`src/rtl/pipe_pkg.sv`:
```
// Shared pipeline definitions: hazard FSM states, register-address width,
// and the bubble/NOP encodings used by the pipeline registers.
package pipe_pkg;

  localparam int REG_ADDR_W = 3;

  typedef enum logic [1:0] {
    RUN      = 2'd0,
    MEM_WAIT = 2'd1,
    ERR      = 2'd2
  } state_e;

  typedef struct packed {
    logic pc_en;
    logic if_id_en;
    logic id_ex_en;
    logic ex_mem_en;
    logic mem_wb_en;
    logic if_id_flush;
    logic id_ex_flush;
    logic mem_req;
  } ctrl_t;

  // addi x0,x0,0 loaded into IF/ID on a flush
  localparam logic [31:0] NOP_INSTR = 32'h0000_0013;

  // everything frozen, nothing flushed, no request
  localparam ctrl_t CTRL_NOP = '0;

  function automatic ctrl_t ctrl_advance(input logic req);
    ctrl_t c;
    c = CTRL_NOP;
    c.pc_en     = 1'b1;
    c.if_id_en  = 1'b1;
    c.id_ex_en  = 1'b1;
    c.ex_mem_en = 1'b1;
    c.mem_wb_en = 1'b1;
    c.mem_req   = req;
    return c;
  endfunction

endpackage

```
`src/rtl/hazard_detect.sv`:
```
// Combinational load-use comparator between the ID and EX stages.
// Per-operand hit terms are kept separate for later reuse by forwarding.
module hazard_detect #(
  parameter int REG_ADDR_W = pipe_pkg::REG_ADDR_W
) (
  input  logic [REG_ADDR_W-1:0] id_rs1,
  input  logic [REG_ADDR_W-1:0] id_rs2,
  input  logic                  id_use_rs1,
  input  logic                  id_use_rs2,
  input  logic [REG_ADDR_W-1:0] ex_rd,
  input  logic                  ex_regWrite,
  input  logic                  ex_memRd,
  output logic                  load_use
);

  logic rs1_hit;
  logic rs2_hit;

  always_comb begin
    rs1_hit  = id_use_rs1 && (id_rs1 == ex_rd);
    rs2_hit  = id_use_rs2 && (id_rs2 == ex_rd);
    load_use = ex_memRd && ex_regWrite && (rs1_hit || rs2_hit);
  end

endmodule

```
`src/rtl/pipe_hazard_ctrl.sv`:
```
// Central stall/flush controller: load-use bubbles, branch squash,
// multi-cycle data-memory sequencing with timeout, stall-cycle counter.
module pipe_hazard_ctrl #(
  parameter int REG_ADDR_W  = pipe_pkg::REG_ADDR_W,
  parameter int MEM_TIMEOUT = 15,
  parameter int CNT_W       = 16
) (
  input  logic                  clk,
  input  logic                  reset,
  input  logic [REG_ADDR_W-1:0] id_rs1,
  input  logic [REG_ADDR_W-1:0] id_rs2,
  input  logic                  id_use_rs1,
  input  logic                  id_use_rs2,
  input  logic [REG_ADDR_W-1:0] ex_rd,
  input  logic                  ex_regWrite,
  input  logic                  ex_memRd,
  input  logic                  mem_memRd,
  input  logic                  mem_memWt,
  input  logic                  mem_ack,
  input  logic                  branch_taken,
  output logic                  pc_en,
  output logic                  if_id_en,
  output logic                  id_ex_en,
  output logic                  ex_mem_en,
  output logic                  mem_wb_en,
  output logic                  if_id_flush,
  output logic                  id_ex_flush,
  output logic                  mem_req,
  output logic                  mem_err,
  output logic [CNT_W-1:0]      stall_cycles
);

  import pipe_pkg::*;

  state_e           state_q, state_d;
  logic [7:0]       wait_q, wait_d;
  logic [CNT_W-1:0] stall_q, stall_d;
  logic             load_use;
  logic             mem_access;
  ctrl_t            ctrl;

  hazard_detect #(
    .REG_ADDR_W (REG_ADDR_W)
  ) u_hazard_detect (
    .id_rs1      (id_rs1),
    .id_rs2      (id_rs2),
    .id_use_rs1  (id_use_rs1),
    .id_use_rs2  (id_use_rs2),
    .ex_rd       (ex_rd),
    .ex_regWrite (ex_regWrite),
    .ex_memRd    (ex_memRd),
    .load_use    (load_use)
  );

  assign mem_access = mem_memRd | mem_memWt;

  always_comb begin
    ctrl    = CTRL_NOP;
    state_d = state_q;
    wait_d  = wait_q;
    unique case (state_q)
      RUN: begin
        if (mem_access) begin
          if (mem_ack) begin
            ctrl = ctrl_advance(1'b1);
          end else begin
            ctrl.mem_req = 1'b1;
            state_d      = MEM_WAIT;
            wait_d       = 8'd1;
          end
        end else if (branch_taken) begin
          ctrl             = ctrl_advance(1'b0);
          ctrl.if_id_flush = 1'b1;
          ctrl.id_ex_flush = 1'b1;
        end else if (load_use) begin
          // hold PC and IF/ID, drop a bubble into EX
          ctrl.id_ex_en    = 1'b1;
          ctrl.id_ex_flush = 1'b1;
          ctrl.ex_mem_en   = 1'b1;
          ctrl.mem_wb_en   = 1'b1;
        end else begin
          ctrl = ctrl_advance(1'b0);
        end
      end
      MEM_WAIT: begin
        ctrl.mem_req = 1'b1;
        if (mem_ack) begin
          ctrl    = ctrl_advance(1'b1);
          state_d = RUN;
          wait_d  = 8'd0;
        end else if (wait_q == 8'(MEM_TIMEOUT)) begin
          state_d = ERR;
        end else begin
          wait_d = wait_q + 8'd1;
        end
      end
      ERR: begin
        ctrl = CTRL_NOP;
      end
      default: begin
        state_d = RUN;
        wait_d  = 8'd0;
      end
    endcase
  end

  always_comb begin
    stall_d = stall_q;
    if (!ctrl.pc_en && (state_q != ERR) && (stall_q != '1)) begin
      stall_d = stall_q + CNT_W'(1);
    end
  end

  always_ff @(posedge clk or posedge reset) begin
    if (reset) begin
      state_q <= RUN;
      wait_q  <= 8'd0;
      stall_q <= '0;
    end else begin
      state_q <= state_d;
      wait_q  <= wait_d;
      stall_q <= stall_d;
    end
  end

  // reset forces every control low without waiting for a clock
  always_comb begin
    pc_en        = ctrl.pc_en & ~reset;
    if_id_en     = ctrl.if_id_en & ~reset;
    id_ex_en     = ctrl.id_ex_en & ~reset;
    ex_mem_en    = ctrl.ex_mem_en & ~reset;
    mem_wb_en    = ctrl.mem_wb_en & ~reset;
    if_id_flush  = ctrl.if_id_flush & ~reset;
    id_ex_flush  = ctrl.id_ex_flush & ~reset;
    mem_req      = ctrl.mem_req & ~reset;
    mem_err      = (state_q == ERR) & ~reset;
    stall_cycles = stall_q;
  end

endmodule
```
`config.mk`:
```
export PLATFORM = sky130hd
export DESIGN_NAME = pipe_hazard_ctrl
export DESIGN_NICKNAME = d
export VERILOG_FILES = /design/src/rtl/pipe_pkg.sv /design/src/rtl/hazard_detect.sv /design/src/rtl/pipe_hazard_ctrl.sv
export SDC_FILE = /design/constraint.sdc
export NUM_CORES = 1
export LEC_CHECK = 0
export BUFFER_PORTS_ARGS = -buffer_cell sky130_fd_sc_hd__buf_2
export CORE_ASPECT_RATIO = 0.7
export CORE_MARGIN = 5
export CORE_UTILIZATION = 45
export CTS_BUF_LIST = sky130_fd_sc_hd__clkbuf_16
export CTS_CLUSTER_DIAMETER = 200
export DETAILED_ROUTE_END_ITERATION = 8
export PLACE_DENSITY = 0.75
export SYNTH_ARGS = -nofsm -noshare
export SYNTH_HDL_FRONTEND = slang
export SYNTH_SLANG_ARGS = --single-unit
```
`constraint.sdc`:
```
create_clock -name clk -period 2.1 [get_ports clk]
set_input_delay 0.42 -clock clk [delete_from_list [all_inputs] [get_ports clk]]
set_output_delay 0.42 -clock clk [all_outputs]
set_load 0.01 [all_outputs]
```
==> impl_results.md, run 1 <==
- Tmin final: 1.94 ns
- Initial Util: 47.3%
- CTS tree: built
- RSZ-0062 raised after global routing: no
- Share of layout cells above drive strength 1: 32.9%
- Clock buffer depth: 2
- Overflow after GRT: 0
- Critical Path Max Stage Delay: 0.44 ns
- Final wirelength: 3270 um
- Total die area: around 0.0046 sq mm
- Vias/cell: 5.32
- Clock-pin transition on the worst setup and hold timing paths: 0.07 ns
- Worst ir drop on vdd: roughly 590 uV
- Number of flops mapped to enable cells by yosys: 0
- CP Launch Point: wait_q[6]
- DR pass1 iterations: 4
- CORE AREA: 0.00319 sq mm
- Delay-heaviest family, CP: simple AND/OR/NAND/NOR gates
- Main synth FF type: dfrtp_1
- Vias in the first global route: 1286
- CTS buffer count: 3
- H-tree depth: 1
- Post-synthesis simple-gate area fraction: between 20% and 30%
- Via count: 1319
- Final hold vios: 0
- Die width: a little under 80 um
- Largest net degree at the start of global routing: 27
- First-pass GRT wire length: between 5000 and 6000 um
- Initial antenna violation count: 0
- FFs w/ async S/R, synth: 100%
- Slew HR: about half
- Reg2reg start: wait_q[6]
- # diodes: 0
- #FFs+latches synth: 26
- Buf/Inv on CP: 0
- CP Cell Sequence: nor4_1 -> nand4_1 -> o21ai_1 -> nor3_1 -> xnor2_1 -> nor2_1
- Cts hold-fix bufs: 0
- Post-detail-place hpwl: between 2000 and 3000 um
- Drt wl/cell: 13.2 um
- Status: finished clean
- Gpl congestion: 0.784
- # clock sinks: 26
- Register area share after synthesis: 43.1%
- Setup crit start kind: register
- Fill cell count: a little under 300
- Port bufs: 43
- Clock skew: ~0.0053 ns
- DR DRC count: 0
- Setup TNS: 0 ns
- Post-DRT Antenna Nets: 0
- Rows: 17
- Worst path slowest cell: o21ai_1
- CP arrival: between 2 and 2.5 ns
- Endpoints failing setup: 0
- Crit path required time: ~2.3 ns
- Mapped cell area: between 0.0015 and 0.002 sq mm
- Die H: 58.5 um
- Fin nets: 232
- Pleak: around 0.00087 uW
- Final max-slew violation count: 0
- Iter 0 DRT Violations: slightly above 100
- Max FO, Critical Path: 12
- P&R area growth vs syn: 25.7%
- Fmax: approximately 0.52 GHz
- Placed Area: 0.00182 sq mm
- Post-Synth Adder-Cell Area: ~1.7%
- Fin worst setup slack: 0.162 ns
- Post-synthesis instance total: 157
- MaxCap Viol Count: 0
- Ports: 44
- PD cells: between 800 and 900 mW/mm^2
- Syn nets: 178
- Synth Area in Compound Gates: 9.28%
- Setup WS pre-CTS: 0.106 ns
- Hold Slack: roughly 0.24 ns
- Synth Area in XOR/XNOR: 13.3%
- Clock root cell: clkbuf_16
- Largest family of logic cells by synthesized area: simple AND/OR/NAND/NOR gates
- Post-CTS Resized: 0
- Non-Filler Instances: 248
- Cell variety after synth: 37
- Worst hold path type: in -> async
- DP Cell Count: roughly 240
- Final period util: 92.3%
- Mux cell area share after synthesis: 0.746%
- Overall Global Routing Usage: ~15%
- Clock Latency Late Sink: 0.26 ns
- Crit. End Element: register
- Kind of critical path: reg -> reg
- Worst-margin pin slew: between 0.7 and 0.8 ns
- Post-CTS Setup Repair Bufs: 0
- Ys Warns: 0
- Finished Cell Area: 0.00190 sq mm
- Syn avg cell area: 9.62 sq um
metrics by stage:
stage          power [uW]  utilization, %
2_1_floorplan         966               -
5_1_grt              1670            59.5
3_5_place_dp         1160            57.0
3_3_place_gp         1150            57.0
4_1_cts              1590            59.5
6_report             1560            59.5
synth_stat cells, types with 3 or more instances:
library cell	number	area, sq um
and3_1	5	31.3
buf_4	4	30.0
dfrtp_1	26	651
nand2_1	13	48.8
nand3_1	11	55.1
nand4_1	4	25.0
nor2_1	11	41.3
nor3_1	8	40.0
nor4_1	3	18.8
nor4_2	5	62.6
o21ai_0	10	50.1
xnor2_1	10	87.6
xor2_1	13	114
final cells by class:
class | count | area, sq um | area share [%]
Inverter | 3 | 11.3 | 0.593
Tap cell | 38 | 47.5 | 2.50
Clock inverter | 1 | 3.75 | 0.198
Sequential cell | 26 | 651 | 34.3
Clock buffer | 3 | 75.1 | 3.96
Multi-Input combinational cell | 121 | 797 | 42.0
Timing Repair Buffer | 56 | 313 | 16.5
state kept, by name (all words and copies together), names as in the netlist:
name / count
stall_cycles: 16
state_q: 2
wait_q: 8
tightest hold or removal path, stage by stage:
cell and delay, ns:
buf_2 0.12, inv_1 0.05, buf_4 0.31
placed cells by master (no fill, tap or decap), drive strengths merged, types with 3 or more instances in the layout:
cell type and n:
a21oi 4, and3 5, buf 56, clkbuf 3
dfrtp 26, inv 3, nand2 13, nand3 11
nand4 4, nor2 11, nor3 9, nor4 8
o21ai 11, xnor2 10, xor2 13
power breakdown:
group	switching (uW)	leakage (uW)	internal, uW
clock	163	0.0000385	254
combinational	231	0.000516	206
sequential	113	0.000319	595
total	506	0.000873	1060
metal layers:
metal	GRT usage, %	wire, um	up-vias
met5	0	0	-
met4	3.19	29	0
met3	3.21	191	2
met2	24.7	1430	42
met1	20.3	1620	611
li1	-	-	664
logic make-up (layout without fill, tap and decap cells):
logic type	Yosys count	after routing
adder cells (fa/ha/maj)	2	2
XOR/XNOR	23	23
flip-flops	26	26
AO/OA/AOI/OAI	22	22
buffers and inverters	10	63
AND/OR/NAND/NOR	73	73
multiplexers	1	1
final timing paths:
kind                                    end  slack, ns  cells after the start
max                               wait_q[6]       0.16                      6
min                         stall_cycles[8]       0.24                      3
max reg2reg                       wait_q[6]       0.16                      6
min reg2reg                stall_cycles[13]       0.48                      1
max in group asynchronous   stall_cycles[2]       1.60                      3
min in group clk           stall_cycles[13]       0.48                      1
(Power assumes the default switching activity.)
==> inputs of run 2 (changes only) <==
- CTS_BUF_LIST: sky130_fd_sc_hd__clkbuf_16 -> not set
==> impl_results.md, run 2 (synthesis results as in run 1) <==
- Psw: 499 uW (-1.4%)
- Post-detail-place hpwl: 2510 um (unchanged)
- First-pass GRT wire length: 5440 um (-2.7%)
- Initial antenna violation count: 0 (unchanged)
- Internal power: 969 uW (-8.2%)
- Final wirelength: 3220 um (-1.3%)
- Finished Cell Area: 0.00188 sq mm (-0.79%)
- Reg2reg end: stall_cycles[1]
- Crit. End Element: register
- Clock-pin transition on the worst setup and hold timing paths: 0.09 ns (+0.02 ns)
- Status: finished clean
- Pleak: 0.000866 uW (-0.82%)
- Share of layout cells above drive strength 1: 34.3% (+1.4 points)
- CTS buffer count: 3 (unchanged)
- Non-Filler Instances: 248 (unchanged)
- Vias/cell: 5.33 (+0.30%)
- H-tree depth: 1 (unchanged)
- Slew HR: 53.1% (+2.8 points)
- Port bufs: 43 (unchanged)
- Crit path required time: 2.26 ns (about the same)
- Endpoints failing setup: 0 (unchanged)
- Worst r2r path cells: 6 (unchanged)
- Worst path slowest cell: a21oi_2
- Clock share of power: 22.1% (-4.6 points)
- Iter 0 DRT Violations: 53 (-48%)
- Clock Latency Late Sink: 0.27 ns (about the same)
- Max FO, Critical Path: 15 (+3)
- CORE AREA: 0.00319 sq mm (unchanged)
- Gpl congestion: 0.784 (unchanged)
- Initial Util: 47.3% (unchanged)
- P&R area growth vs syn: 24.7%
- Fin nets: 232 (unchanged)
- Setup crit start kind: register
- GR peak layer: met2
- Clock buffer depth: 2 (unchanged)
- Rows: 17 (unchanged)
- Most common cell after layout, fill and taps aside: buf_2
- PD cells: 780 mW/mm^2 (-5.3%)
- Fmax: 0.511 GHz (-1.1%)
- CP Cell Sequence: inv_2 -> nand3_1 -> and3_1 -> a21oi_2 -> nor2_1 -> mux2_2
- Overflow after GRT: 0 (unchanged)
- Worst hold path type: in -> async
- Vias in the first global route: 1262 (-1.9%)
- Logic gate share of total power: 29.8% (+1.8 points)
- CTS tree: built
- Kind of critical path: reg -> reg
- Clock skew: 0.00225 ns (-0.00305 ns)
- Post-CTS Setup Repair Bufs: 0 (unchanged)
- DR pass1 iterations: 4 (unchanged)
- GR Util met1: 19.8% (-0.46 points)
- Design Power: 1470 uW (-6.0%)
- Critical Path Max Stage Delay: 0.56 ns (+0.12 ns)
- Met3 usage: 3.52% (+0.31 points)
- Final hold vios: 0 (unchanged)
- Buf/Inv on CP: 1 (+1)
- Max FFs per register: 16 (unchanged)
- Worst-margin pin slew: 0.704 ns (-0.0368 ns)
- Die H: 58.5 um (unchanged)
- Largest net degree at the start of global routing: 27 (unchanged)
- GR Util met2: 23.6% (-1.1 points)
- # diodes: 0 (unchanged)
- DP Cell Count: 244 (unchanged)
- Sequential share of power: 48.0% (+2.7 points)
- Setup TNS: 0 ns (unchanged)
- Drt wl/cell: 13.0 um (-1.3%)
- Final period util: 93.3% (+1.0 points)
- Ports: 44 (unchanged)
- Worst ir drop on vdd: 568 uV (-3.2%)
- # clock sinks: 26 (unchanged)
- Most frequent cells in the layout: 43 x buf_2, 26 x dfrtp_1, 13 x nand2_1, 13 x xor2_1, 13 x buf_4
- Tmin final: 1.96 ns (+0.0210 ns)
- R2R setup slack: 0.14 ns (-0.02 ns)
- RSZ-0062 raised after global routing: no
- Reg2reg start: state_q[1]
- Final max-slew violation count: 0 (unchanged)
- Delay-heaviest family, CP: compound AO/OA/AOI/OAI gates
- Via count: 1323 (+0.30%)
- Total die area: 0.00463 sq mm (unchanged)
- Post-DRT Antenna Nets: 0 (unchanged)
- Clock root cell: clkbuf_8
- MaxCap Viol Count: 0 (unchanged)
- Fill cell count: 291 (-1.4%)
- Die width: 79.2 um (unchanged)
- DR DRC count: 0 (unchanged)
- Sw frac: 34.0% (+1.6 points)
- CP arrival: 2.12 ns (+0.03 ns)
- Placed Area: 0.00182 sq mm (unchanged)
- Overall Global Routing Usage: 14.5% (-0.42 points)
==> run 2: power groups by stage <==
stage          clock network [uW]  registers (uW)  logic [uW]
6_report                      325             705         438
5_1_grt                       354             727         491
4_1_cts                       335             706         442
3_5_place_dp                    0             715         441
3_3_place_gp                    0             714         433
2_1_floorplan                   0             739         227
==> run 2: worst reg2reg max path: cells and delay by family, from the launching register on <==
kind,cells,cell delay [ns]
flops,1,0.44
simple gates,3,0.46
compound gates,1,0.56
mux,1,0.30
buf+inv,1,0.09
==> run 2: cell type report <==
| type | count | area [sq um] | area share (%) |
|---|---|---|---|
| clock buffers | 4 | 55.1 | 2.92 |
| inverters | 3 | 11.3 | 0.598 |
| multi-input cells | 121 | 806 | 42.8 |
| flip-flops and latches | 26 | 651 | 34.6 |
| well taps | 38 | 47.5 | 2.52 |
| repair buffers | 56 | 313 | 16.6 |
==> run 2: worst max-delay path by stage <==
stage,from,end,slack [ns],depth (start not counted)
floorplan,state_q[0],pc_en,0.24,5
global placement,ex_rd[1],stall_cycles[1],0.13,7
detailed placement,ex_rd[1],stall_cycles[7],0.11,8
CTS,wait_q[5],wait_q[6],0.13,6
global route,state_q[1],stall_cycles[1],0.004,6
finish,state_q[1],stall_cycles[1],0.14,6
==> run 2: stage by stage <==
stage               utilization, %  hold slack [ns]  setup slack, ns
floorplan                        -            0.460            0.241
global placement              57.0            0.472            0.131
detailed placement            57.0            0.471            0.106
CTS                           58.7            0.230            0.134
global route                  59.0            0.261          0.00411
finish                        59.0            0.222            0.141
==> run 2: repair_timing <==
action | CTS | global route
gates resized for setup | 0 | 2
hold buffers | 0 | 0
endpoints found under the setup margin | 0 | 3
==> run 2: routing by layer <==
layer  share of wire (%)  wire [um]
met1                  53       1700
met2                  41       1330
met3                 5.2        168
met4                0.90         29
met5                   0          0
